[src/rtl/lsu_pkg.sv]
// Shared types for the LSU memory-access stage.
// State encoding, default widths and the captured request bundle.
package lsu_pkg;

   localparam int DEF_ADDR_W = 32;
   localparam int DEF_DATA_W = 32;
   localparam int REG_IDX_W  = 5;

   typedef enum logic [1:0] {
      IDLE      = 2'd0,
      REQ       = 2'd1,
      WAIT_RESP = 2'd2,
      WB        = 2'd3
   } lsu_mem_state_e;

   typedef struct packed {
      logic                  we;
      logic [DEF_ADDR_W-1:0] addr;
      logic [DEF_DATA_W-1:0] wdata;
   } lsu_mem_req_t;

endpackage

[src/rtl/lsu_timeout_ctr.sv]
// Clear/enable cycle counter with a terminal-count flag.
// Ports: clk, rst_n, clr, en in; tc out (count == TIMEOUT-1).
module lsu_timeout_ctr #(
   parameter int TIMEOUT = 64
) (
   input  logic clk,
   input  logic rst_n,
   input  logic clr,
   input  logic en,
   output logic tc
);

   localparam int CW = (TIMEOUT > 2) ? $clog2(TIMEOUT) : 1;

   logic [CW-1:0] cnt_q;

   always_ff @(posedge clk or negedge rst_n) begin
      if (!rst_n) begin
         cnt_q <= '0;
      end else if (clr) begin
         cnt_q <= '0;
      end else if (en && !tc) begin
         cnt_q <= cnt_q + 1'b1;
      end
   end

   assign tc = (cnt_q == CW'(TIMEOUT - 1));

endmodule

[src/rtl/lsu_mem_access.sv]
// LSU memory-access stage: one data-memory transaction at a time.
// Ports: ex_* op in, mem_req_*/mem_resp_* memory, wb_* result, err_* pulses.
module lsu_mem_access
   import lsu_pkg::*;
#(
   parameter int ADDR_W  = DEF_ADDR_W,
   parameter int DATA_W  = DEF_DATA_W,
   parameter int TIMEOUT = 64
) (
   input  logic                 clk,
   input  logic                 rst_n,
   input  logic                 ex_valid,
   output logic                 ex_ready,
   input  logic                 ex_is_load,
   input  logic [ADDR_W-1:0]    ex_rd_addr,
   input  logic [ADDR_W-1:0]    ex_wr_addr,
   input  logic [DATA_W-1:0]    ex_wr_data,
   input  logic                 ex_wr_en,
   input  logic [REG_IDX_W-1:0] ex_rd,
   output logic                 mem_req_valid,
   input  logic                 mem_req_ready,
   output logic                 mem_req_we,
   output logic [ADDR_W-1:0]    mem_req_addr,
   output logic [DATA_W-1:0]    mem_req_wdata,
   input  logic                 mem_resp_valid,
   input  logic [DATA_W-1:0]    mem_resp_rdata,
   output logic                 wb_valid,
   input  logic                 wb_ready,
   output logic [REG_IDX_W-1:0] wb_rd,
   output logic [DATA_W-1:0]    wb_data,
   output logic                 err_misalign,
   output logic                 err_timeout
);

   lsu_mem_state_e       state_q, state_d;
   lsu_mem_req_t         req_q;
   logic [REG_IDX_W-1:0] rd_q;
   logic [DATA_W-1:0]    data_q;
   logic                 mis_q;

   logic [ADDR_W-1:0] sel_addr;
   logic              op_live;
   logic              accept;
   logic              mis_hit;
   logic              tc;

   // A store with its enable low is a bubble, not an op.
   assign sel_addr = ex_is_load ? ex_rd_addr : ex_wr_addr;
   assign op_live  = ex_valid && (ex_is_load || ex_wr_en);

   lsu_timeout_ctr #(
      .TIMEOUT (TIMEOUT)
   ) u_tmo (
      .clk   (clk),
      .rst_n (rst_n),
      .clr   (state_q != WAIT_RESP),
      .en    (state_q == WAIT_RESP),
      .tc    (tc)
   );

   always_comb begin
      state_d       = state_q;
      ex_ready      = 1'b0;
      mem_req_valid = 1'b0;
      wb_valid      = 1'b0;
      err_timeout   = 1'b0;
      accept        = 1'b0;
      mis_hit       = 1'b0;
      unique case (state_q)
         IDLE: begin
            ex_ready = 1'b1;
            if (op_live) begin
               if (sel_addr[1:0] != 2'b00) begin
                  mis_hit = 1'b1;
               end else begin
                  accept  = 1'b1;
                  state_d = REQ;
               end
            end
         end
         REQ: begin
            mem_req_valid = 1'b1;
            if (mem_req_ready) begin
               state_d = req_q.we ? IDLE : WAIT_RESP;
            end
         end
         WAIT_RESP: begin
            // A response on the terminal cycle beats the timeout.
            if (mem_resp_valid) begin
               state_d = WB;
            end else if (tc) begin
               err_timeout = 1'b1;
               state_d     = IDLE;
            end
         end
         WB: begin
            wb_valid = 1'b1;
            if (wb_ready) begin
               state_d = IDLE;
            end
         end
         default: state_d = IDLE;
      endcase
   end

   always_ff @(posedge clk or negedge rst_n) begin
      if (!rst_n) begin
         state_q <= IDLE;
         req_q   <= '0;
         rd_q    <= '0;
         data_q  <= '0;
         mis_q   <= 1'b0;
      end else begin
         state_q <= state_d;
         mis_q   <= mis_hit;
         if (accept) begin
            req_q.we    <= !ex_is_load;
            req_q.addr  <= sel_addr;
            req_q.wdata <= ex_wr_data;
            rd_q        <= ex_rd;
         end
         if (state_q == WAIT_RESP && mem_resp_valid) begin
            data_q <= mem_resp_rdata;
         end
      end
   end

   assign mem_req_we    = req_q.we;
   assign mem_req_addr  = req_q.addr;
   assign mem_req_wdata = req_q.wdata;
   assign wb_rd         = rd_q;
   assign wb_data       = data_q;
   assign err_misalign  = mis_q;

endmodule

[config.mk]
export PLATFORM = sky130hd
export DESIGN_NAME = lsu_mem_access
export DESIGN_NICKNAME = d
export VERILOG_FILES = /design/src/rtl/lsu_pkg.sv /design/src/rtl/lsu_timeout_ctr.sv /design/src/rtl/lsu_mem_access.sv
export SDC_FILE = /design/constraint.sdc
export NUM_CORES = 1
export LEC_CHECK = 0
export ABC_AREA = 1
export BUFFER_PORTS_ARGS = -buffer_cell sky130_fd_sc_hd__buf_4
export CELL_PAD_IN_SITES_DETAIL_PLACEMENT = 0
export CELL_PAD_IN_SITES_GLOBAL_PLACEMENT = 2
export CORE_MARGIN = 2
export CORE_UTILIZATION = 25
export DETAILED_ROUTE_END_ITERATION = 10
export PLACE_DENSITY_LB_ADDON = 0.3
export SYNTH_ARGS = -nofsm -noshare
export SYNTH_HDL_FRONTEND = slang
export SYNTH_SLANG_ARGS = --single-unit
[constraint.sdc]
create_clock -name clk -period 1.75 [get_ports clk]
set_clock_uncertainty 0.2 [all_clocks]
set_input_delay 0.0875 -clock clk [delete_from_list [all_inputs] [get_ports clk]]
set_output_delay 0.0875 -clock clk [all_outputs]
set_load 0.05 [all_outputs]
==> metrics.cfg, run 1 <==
[run_status]
outcome=finished, violations left
failed_checks=negative setup slack

[timing]
period_minus_slack_ns=1.764
tightest_slew_ns=0.4734
slew_violations=0
hold_viol=0
max_slew_margin=0.6844
finalSetupViolCount=1
rsz0062_at_grt=yes
whs_ns=0.02285
setup_slack_ns=-0.01443
fin_crit_sh=1.008
fmax_mhz=566.8

[critical_path]
worstPathMaxFanout=4
cp_cell_sequence=ha_4 -> nand3_4 -> nor2_4 -> inv_2 -> nor2_2 -> buf_6
cp-end-kind=output port
critical-path-max-stage-delay_ns=0.41
r2r_start=state_q[0]$_DFFE_PN0P_
cp_num_cells=6
cp_data_arrival_time_ns=1.48
cp_slowest_cell=dfrtp_1
cp_top_family=flip-flops
ff2ff_setup_slack_ns=0.13
start_kind=flop
reg2reg_to=wb_data[27]$_DFFE_PN0P_
crit_required_ns=1.46
ff2ff_path_depth=3
worst-path-buf-inv=2
crit_type=reg -> out

[logic_synthesis]
yosysMostFrequentCell=nand2_1
syn_inst=532
synth_top_area_share=0.5685
synth_edf_count=0
synth_ff_type=dfrtp_1
synth_seq_cells=111
syn_avg_cell_area_um2=9.184
synth_nets=674
yosysUniqueCellTypes=25
netlist_area_mm2=0.004886
synth_common_cells=nand2_1, dfrtp_1, mux2_4
async_reset_ff_frac=1.000
post-synth-top-area-cell=dfrtp_1
ys_seq_area_frac=0.5685
yosysWarnings=0
synth.top_cells.by_area=dfrtp_1, nand2_1, mux2_4

[placement]
placedCellCount=1029
dp_hpwl_um=10670
dpl_cell_area_mm2=0.007024
gp_congestion=0.7410
port-buffer-count=247

[detailed_routing]
drtAntennaViolNets=0
wl_per_cell_um=13.15
wl_um=15590
drt_first_pass_iters=4
vias_per_cell=4.046
drc=0
drt_iter0_markers=144
vias=4794

[die]
core_area_mm2=0.01933
start_util=0.2527
ios=248
die_x_um=143.8
rows=51
die_y_um=143.8
die_area_mm2=0.02068

[min_path]
hp-class=in -> reg
hold_end=err_misalign$_DFF_PN0_
min_from=ex_valid
worstHoldPathCells=4

[layout]
final_area_mm2=0.008742
final_core_util=0.4521
nNetsFinal=1059
fillers=1884
area_growth_pct=78.92
layout-drive-gt1-share=0.3457
antennaDiodeCount=0
final_cells=1185

[power]
totalPowerFinal_w=0.01509
p_int_w=0.007622
p_leak_nw=4.710
switching_power_w=0.007464
p_per_area_mw_per_mm2=1726
combPwrFrac=0.576
ir_drop_v=0.0009314
pwr-share-clk=0.129
p_seq_frac=0.295
swShare=0.4948

[clocking]
cts_buffer_depth=2
htreeDepth=3
root_buffer=clkbuf_16
cts.sink_count=111
cts_buffers=9
clkSlewWorstSetupHoldPaths_ns=0.08
cts_tree=yes
insertion_delay_ns=0.35

[global_routing]
grt_max_degree=50
antenna_found_initial=0
grt_pass1_wl_um=24410
overflow=0
track_usage=0.1504
grt_pass1_vias=4914

[job]
drv_cap=0

how the worst max path moves through the flow:
stage                                               end                       start
after detailed placement                    err_timeout  u_tmo.cnt_q[0]$_DFFE_PN0P_
after CTS                                   err_timeout  u_tmo.cnt_q[1]$_DFFE_PN0P_
after global routing                        err_timeout  u_tmo.cnt_q[0]$_DFFE_PN0P_
after floorplan           mem_req_wdata[15]$_DFFE_PN0P_      state_q[0]$_DFFE_PN0P_
after global placement                      err_timeout  u_tmo.cnt_q[0]$_DFFE_PN0P_
final                                       err_timeout  u_tmo.cnt_q[0]$_DFFE_PN0P_
worst reg2reg max path, stage by stage (launching register included):
cell and delay (ns):
dfrtp_1 0.49, nor2_8 0.19, nand2_8 0.23, mux2_4 0.39
power groups by stage:
stage | Clock (W) | Combinational, W | Sequential, W
floorplan | 0 | 0.00174 | 0.00840
global placement | 0 | 0.00838 | 0.00444
detailed placement | 0 | 0.00843 | 0.00447
CTS | 0.00205 | 0.00874 | 0.00444
global route | 0.00215 | 0.00916 | 0.00460
finish | 0.00194 | 0.00870 | 0.00444
stage by stage:
| step | worst slack (ns) | setup TNS, ns |
|---|---|---|
| after detailed placement | 0.08166 | 0 |
| after global routing | -0.1015 | -0.1015 |
| final | -0.01443 | -0.01443 |
| after CTS | -0.06490 | -0.06490 |
| after global placement | 0.1281 | 0 |
| after floorplan | 0.02204 | 0 |
cell type report:
| class | instances | area [µm²] | area share |
|---|---|---|---|
| inverters | 17 | 63.81 | 0.007299 |
| well taps | 265 | 331.6 | 0.03793 |
| multi-input cells | 380 | 1912 | 0.2187 |
| flip-flops and latches | 111 | 2778 | 0.3177 |
| clock inverters | 5 | 45.04 | 0.005152 |
| clock buffers | 9 | 225.2 | 0.02576 |
| repair buffers | 398 | 3387 | 0.3874 |
kinds of logic after synthesis:
family                     share of synthesized area
buffers and inverters                        0.04891
DFF                                           0.5685
and+or+nand+nor                               0.2697
adders and majority gates                   0.002560
muxes                                        0.09603
xor gates and xnor gates                    0.001793
AOI/OAI and AO/OA                            0.01255
placed cells by master, fill, tap and decap left out:
cell type	instances
nand4_1	1
nor2_4	2
a21oi_1	4
dfrtp_1	111
buf_12	4
nor2_2	1
inv_8	1
buf_6	1
clkbuf_16	9
xor2_1	1
inv_1	13
dlygate4sd3_1	138
buf_4	255
o21bai_1	1
nand3_1	8
nand3_4	2
o21ai_0	4
mux2_4	29
inv_2	4
nor2_1	7
o21a_1	1
nand2_8	1
clkinvlp_4	1
inv_6	1
a31oi_1	1
nor2_8	1
clkinv_4	2
mux2_2	3
ha_4	1
nand2_1	312
sequential cells by signal, indices dropped and copies added (netlist names):
register	flops
mem_req_addr	32
mem_req_wdata	32
wb_data	32
u_tmo.cnt_q	6
wb_rd	5
state_q	2
err_misalign	1
mem_req_we	1
layer usage:
layer	global-route usage	wire length (µm)
met1	0.1817	6583
met3	0.04332	1311
met2	0.2559	7436
met5	0	0
met4	0.05212	256
what timing repair did:
item,4_1_cts,5_1_grt
hold buffers,138,0
endpoints found under the hold margin,213,0
resized for setup,5,3
setup endpoints to repair,1,1
pin swaps,2,2
buffers inserted,3,1
(Power assumes the default switching activity.)
==> inputs of run 2 (changes only) <==
CORE_MARGIN = unset   (was 2)
SYNTH_HIERARCHICAL = 1   (was unset)
==> metrics.cfg, run 2 <==
[run_status]
failed_checks=negative setup slack  ; unchanged
outcome=finished, violations left  ; unchanged

[timing]
tightest_slew_ns=0.6222  ; was 0.4734 ns
max_slew_margin=0.5852  ; was 0.6844
hold_viol=0  ; unchanged
fmax_mhz=550.5  ; was 566.8 MHz
setup_slack_ns=-0.06641  ; was -0.01443 ns
fin_crit_sh=1.038  ; was 1.008
slew_violations=0  ; unchanged
period_minus_slack_ns=1.816  ; was 1.764 ns
tns_ns=-0.06641  ; was -0.01443 ns
finalSetupViolCount=1  ; unchanged
rsz0062_at_grt=yes  ; unchanged

[global_routing]
grt_max_degree=112  ; was 50
grt_pass1_vias=5188  ; was 4914
grt_pass1_wl_um=25120  ; was 24410 µm
antenna_found_initial=0  ; unchanged
overflow=0  ; unchanged
track_usage=0.1597  ; was 0.1504

[logic_synthesis]
synth_top_area_share=0.5831  ; was 0.5685
post-synth-top-area-cell=dfrtp_1  ; unchanged
async_reset_ff_frac=1.000  ; unchanged
synth_nets=673  ; was 674
synth_seq_cells=111  ; unchanged
netlist_area_mm2=0.004763  ; was 0.004886 mm²
yosysUniqueCellTypes=27  ; was 25
synth.top_cells.by_area=dfrtp_1, nand2_1, mux2i_1  ; was dfrtp_1, nand2_1, mux2_4
synth_edf_count=0  ; unchanged
yosysWarnings=6  ; was 0
syn_avg_cell_area_um2=8.970  ; was 9.184 µm²
ys_seq_area_frac=0.5831  ; was 0.5685
syn_inst=531  ; was 532
synth_ff_type=dfrtp_1  ; unchanged
synth_common_cells=nand2_1, dfrtp_1, nand3_1  ; was nand2_1, dfrtp_1, mux2_4
yosysMostFrequentCell=nand2_1  ; unchanged

[detailed_routing]
drt_first_pass_iters=4  ; unchanged
vias_per_cell=4.227  ; was 4.046
vias=4920  ; was 4794
drc=0  ; unchanged
drt_iter0_markers=129  ; was 144
drtAntennaViolNets=0  ; unchanged
wl_um=15420  ; was 15590 µm
wl_per_cell_um=13.25  ; was 13.15 µm

[die]
ios=248  ; unchanged
start_util=0.2546  ; was 0.2527
die_area_mm2=0.01961  ; was 0.02068 mm²
die_y_um=140.0  ; was 143.8 µm
rows=50  ; was 51
die_x_um=140.0  ; was 143.8 µm
core_area_mm2=0.01871  ; was 0.01933 mm²

[clocking]
cts.sink_count=111  ; unchanged
cts_tree=yes  ; unchanged
root_buffer=clkbuf_16  ; unchanged
cts_buffers=9  ; unchanged
clkSlewWorstSetupHoldPaths_ns=0.07  ; was 0.08 ns
htreeDepth=3  ; unchanged
cts_buffer_depth=2  ; unchanged
insertion_delay_ns=0.35  ; about the same

[min_path]
hold_end=state_q[0]$_DFFE_PN0P_  ; was err_misalign$_DFF_PN0_
min_from=mem_resp_valid  ; was ex_valid
worstHoldPathCells=6  ; was 4
hp-class=in -> reg  ; unchanged

[critical_path]
cp-end-kind=output port  ; unchanged
r2r_start=u_tmo/cnt_q[1]$_DFFE_PN0P_  ; was state_q[0]$_DFFE_PN0P_
cp_data_arrival_time_ns=1.53  ; was 1.48 ns
crit_type=reg -> out  ; unchanged
ff2ff_path_depth=10  ; was 3
worstPathMaxFanout=2  ; was 4
reg2reg_to=state_q[1]$_DFFE_PN0P_  ; was wb_data[27]$_DFFE_PN0P_
crit_required_ns=1.46  ; about the same
start_kind=flop  ; unchanged
ff2ff_setup_slack_ns=0.03  ; was 0.13 ns

[layout]
area_growth_pct=83.32  ; was 78.92%
layout-drive-gt1-share=0.3301  ; was 0.3457
final_cell_mix=buf_4, nand2_1, dlygate4sd3_1  ; was nand2_1, buf_4, dlygate4sd3_1
antennaDiodeCount=0  ; unchanged
final_core_util=0.4668  ; was 0.4521
nNetsFinal=1067  ; was 1059
mostFrequentLayoutCell=buf_4  ; was nand2_1

[power]
p_per_area_mw_per_mm2=1711  ; was 1726 mW/mm²
ir_drop_v=0.0008310  ; was 0.0009314 V
p_leak_nw=4.639  ; was 4.710 nW

[job]
drv_cap=0  ; unchanged

[placement]
port-buffer-count=247  ; unchanged
dp_hpwl_um=10430  ; was 10670 µm
gp_congestion=0.7420  ; was 0.7410

[run 2: cell count changes after synthesis, moves of 7 or more]
cell / change
nand2_1: -80
nand3_1: +35
mux2i_1: +30
mux2_4: -29
o21ai_0: +28
inv_1: +7
[run 2: where the power goes]
part           switching, W  internal [W]  total [W]
Clock              0.000967       0.00112    0.00209
Sequential         0.000668       0.00372    0.00439
Combinational       0.00588       0.00258    0.00846
[run 2: how the worst max path moves through the flow]
| stage | startpoint | to | slack [ns] | cells past startpoint |
|---|---|---|---|---|
| 2_1_floorplan | state_q[0]$_DFFE_PN0P_ | u_tmo/cnt_q[5]$_DFFE_PN0P_ | -0.008 | 7 |
| 3_3_place_gp | u_tmo/cnt_q[0]$_DFFE_PN0P_ | state_q[1]$_DFFE_PN0P_ | 0.02 | 10 |
| 3_5_place_dp | u_tmo/cnt_q[0]$_DFFE_PN0P_ | state_q[1]$_DFFE_PN0P_ | 0.01 | 10 |
| 4_1_cts | u_tmo/cnt_q[1]$_DFFE_PN0P_ | err_timeout | -0.08 | 8 |
| 5_1_grt | u_tmo/cnt_q[1]$_DFFE_PN0P_ | err_timeout | -0.14 | 8 |
| 6_report | u_tmo/cnt_q[1]$_DFFE_PN0P_ | err_timeout | -0.07 | 8 |
[run 2: cell families after synthesis]
logic type               Yosys count  share of synthesized area
flip-flops                       111                     0.5831
adder cells (fa/ha/maj)            1                   0.002626
AO/OA/AOI/OAI                     35                    0.03782
multiplexers                      30                    0.06304
AND/OR/NAND/NOR                  302                     0.2632
buffers and inverters             52                    0.05017
[run 2: repair_timing]
action / in CTS / in global routing
pin swaps: 3 / 4
hold endpoints to repair: 214 / 0
resized for setup: 4 / 8
hold buffers: 138 / 0
buffers inserted: 1 / 4
setup endpoints to repair: 1 / 37
gates cloned: 0 / 1
[run 2: layout make-up]
type	instances	area, µm²
Timing Repair Buffer	410	3476
Sequential cell	111	2778
Clock inverter	6	67.56
Fill cell	1816	9973
Clock buffer	10	229.0
Multi-Input combinational cell	369	1793
Tap cell	234	292.8
Inverter	24	96.34
[run 2: metrics by stage]
step                setup slack [ns]  area, µm²  hold slack, ns  total power, W  std cells
detailed placement           0.01051       6972         0.01842         0.01261       1004
finish                      -0.06641       8732          0.1097         0.01494       1164
global route                 -0.1429       8732          0.1212         0.01576       1164
floorplan                  -0.007790       4786         -0.4081        0.009771        531
CTS                         -0.08035       8663        0.005238         0.01505       1159
global placement             0.02490       6972         0.01860         0.01253       1004
[run 2: critical path, stage by stage, from the launching register on]
cell and delay [ns]:
dfrtp_1 0.37, ha_2 0.19, nand2_2 0.07, nor2_4 0.12, nand2_4 0.05, inv_2 0.05, inv_2 0.04, nor3_4 0.11
buf_6 0.18
[run 2: per-layer routing]
metal  wire length (µm)  track usage  up-vias
met4                282      0.06189        0
met2               7360       0.2732      186
met1               6622       0.1889     2246
met5                  0            0        -
li1                   -            -     2469
met3               1153      0.04615       19
==> inputs of run 3 (changes only) <==
BUFFER_PORTS_ARGS = unset   (was -buffer_cell sky130_fd_sc_hd__buf_4)
CORE_UTILIZATION = 34   (was 25)
DONT_BUFFER_PORTS = 1   (was unset)
==> metrics.cfg, run 3 (synthesis results as in run 2) <==
[run_status]
outcome=finished, violations left  ; unchanged
failed_checks=negative hold slack, negative setup slack  ; was negative setup slack

[power]
p_leak_nw=3.454  ; was 4.639 nW
p_seq_frac=0.663  ; was 0.294
pwr-share-clk=0.148  ; was 0.140
switching_power_w=0.007015  ; was 0.007517 W
p_per_area_mw_per_mm2=1865  ; was 1711 mW/mm²
combPwrFrac=0.189  ; was 0.567
p_int_w=0.005642  ; was 0.007422 W
totalPowerFinal_w=0.01266  ; was 0.01494 W
ir_drop_v=0.001028  ; was 0.0008310 V
swShare=0.5542  ; was 0.5032

[layout]
regArea_mm2=0.002778  ; unchanged
final_core_util=0.5046  ; was 0.4668
antennaDiodeCount=0  ; unchanged
nNetsFinal=822  ; was 1067
multi_input_area_mm2=0.001780  ; was 0.001793 mm²
mostFrequentLayoutCell=nand2_1  ; was buf_4
final_cell_mix=nand2_1, dlygate4sd3_1, dfrtp_1  ; was buf_4, nand2_1, dlygate4sd3_1
area_growth_pct=42.50  ; was 83.32%
layout-drive-gt1-share=0.08772  ; was 0.3301
fillers=1220  ; was 1816

[timing]
whs_ns=-0.7590  ; was 0.1097 ns
slew_violations=0  ; unchanged
hold_viol=145  ; was 0
fin_crit_sh=1.055  ; was 1.038
fmax_mhz=541.7  ; was 550.5 MHz
max_slew_margin=0.6373  ; was 0.5852
rsz0062_at_grt=yes  ; unchanged
period_minus_slack_ns=1.846  ; was 1.816 ns
tightest_slew_ns=0.5441  ; was 0.6222 ns
finalSetupViolCount=1  ; unchanged
setup_slack_ns=-0.09612  ; was -0.06641 ns

[critical_path]
worst-path-buf-inv=3  ; unchanged
cp_slowest_cell=dfrtp_1  ; unchanged
cp_top_family=simple AND/OR/NAND/NOR gates  ; was flip-flops
cp_cell_sequence=ha_2 -> nand2_4 -> nor2_4 -> nand2_4 -> inv_2 -> inv_2 -> nor3_4 -> buf_12  ; was ha_2 -> nand2_2 -> nor2_4 -> nand2_4 -> inv_2 -> inv_2 -> nor3_4 -> buf_6
reg2reg_to=state_q[1]$_DFFE_PN0P_  ; unchanged
ff2ff_path_depth=10  ; unchanged
worstPathMaxFanout=2  ; unchanged
start_kind=flop  ; unchanged
crit_required_ns=1.46  ; about the same
ff2ff_setup_slack_ns=0.06  ; was 0.03 ns
cp-end-kind=output port  ; unchanged
cp_data_arrival_time_ns=1.56  ; was 1.53 ns
r2r_start=u_tmo/cnt_q[1]$_DFFE_PN0P_  ; unchanged
critical-path-max-stage-delay_ns=0.36  ; was 0.37 ns
crit_type=reg -> out  ; unchanged

[clocking]
cts.sink_count=111  ; unchanged
postCtsHoldBufs=137  ; was 138
insertion_delay_ns=0.33  ; was 0.35 ns
cts_buffer_depth=2  ; unchanged
cts_buffers=9  ; unchanged
cts_tree=yes  ; unchanged
clkSlewWorstSetupHoldPaths_ns=0.07  ; about the same
htreeDepth=3  ; unchanged
root_buffer=clkbuf_16  ; unchanged

[die]
die_y_um=120.4  ; was 140.0 µm
core_area_mm2=0.01345  ; was 0.01871 mm²
rows=42  ; was 50
ios=248  ; unchanged
die_area_mm2=0.01449  ; was 0.01961 mm²
start_util=0.3541  ; was 0.2546
die_x_um=120.4  ; was 140.0 µm

[detailed_routing]
wl_per_cell_um=15.46  ; was 13.25 µm
wl_um=13290  ; was 15420 µm
drt_iter0_markers=147  ; was 129
vias_per_cell=4.760  ; was 4.227
drtAntennaViolNets=0  ; unchanged
vias=4094  ; was 4920
drt_first_pass_iters=4  ; unchanged
drc=0  ; unchanged

[placement]
dp_hpwl_um=8284  ; was 10430 µm
port-buffer-count=0  ; was 247
dp_slack_ns=-0.002494  ; was 0.01051 ns
gp_congestion=0.7457  ; was 0.7420

[global_routing]
antenna_found_initial=0  ; unchanged
grt_max_degree=112  ; unchanged
grt_pass1_vias=4118  ; was 5188
track_usage=0.1824  ; was 0.1597
grt_pass1_wl_um=20720  ; was 25120 µm
overflow=0  ; unchanged

[min_path]
hp-class=in -> async  ; was in -> reg

[job]
drv_cap=0  ; unchanged

[run 3: changes by cell type in the layout (fill, tap and decap cells not counted), moves of 2 or more]
cell | before | now
buf_12 | 3 | 5
nand2_2 | 5 | 2
dlygate4sd3_1 | 138 | 136
inv_6 | 2 | 0
buf_4 | 266 | 25
buf_6 | 2 | 0
nand2_1 | 230 | 232
[run 3: worst register-to-register path: cells and delay by family (launching register included)]
family | cells | cell delay [ns]
flip-flops | 1 | 0.39
AND/OR/NAND/NOR | 8 | 0.75
buffers and inverters | 1 | 0.04
adder cells (fa/ha/maj) | 1 | 0.21
[run 3: how the worst max path moves through the flow]
stage | depth (start not counted) | from | to | slack (ns)
finish | 8 | u_tmo/cnt_q[1]$_DFFE_PN0P_ | err_timeout | -0.1
CTS | 8 | u_tmo/cnt_q[1]$_DFFE_PN0P_ | err_timeout | -0.13
detailed placement | 10 | u_tmo/cnt_q[0]$_DFFE_PN0P_ | state_q[1]$_DFFE_PN0P_ | -0.002
floorplan | 7 | state_q[0]$_DFFE_PN0P_ | u_tmo/cnt_q[5]$_DFFE_PN0P_ | -0.008
global route | 8 | u_tmo/cnt_q[1]$_DFFE_PN0P_ | err_timeout | -0.18
global placement | 10 | u_tmo/cnt_q[0]$_DFFE_PN0P_ | state_q[1]$_DFFE_PN0P_ | 0.04
[run 3: metrics by stage]
step | setup TNS (ns) | cells | cell area (µm²)
after global routing | -0.2461 | 860 | 6788
after floorplan | -0.007790 | 531 | 4786
after detailed placement | -0.002494 | 702 | 5080
after global placement | 0 | 702 | 5080
final | -0.09612 | 860 | 6788
after CTS | -0.1310 | 859 | 6768
[run 3: layout make-up]
cell class,count,share of cell area
multi-input cells,368,0.2623
inverters,24,0.01382
clock buffers,12,0.03631
well taps,176,0.03244
repair buffers,166,0.2429
flip-flops and latches,111,0.4092
clock inverters,3,0.002949
[run 3: what timing repair did]
item,4_1_cts,5_1_grt
gates resized for setup,3,3
cloned,0,0
pin swaps,3,1
setup endpoints to repair,2,3
endpoints found under the hold margin,214,145
buffers inserted,5,1
[run 3: metal layers]
layer  track usage  part of all wire  vias up
li1              -                 -     1967
met1        0.2146              0.40     1931
met2        0.3215              0.51      187
met3       0.05094             0.082        9
met4       0.05556             0.010        0
met5             0                 0        -
[run 3: power by group through the flow]
stage               sequential [W]  clock, W  combinational, W
global placement           0.00846         0           0.00200
finish                     0.00839   0.00187           0.00239
global route               0.00854   0.00206           0.00273
detailed placement         0.00844         0           0.00209
floorplan                  0.00833         0           0.00144
CTS                        0.00841   0.00198           0.00237
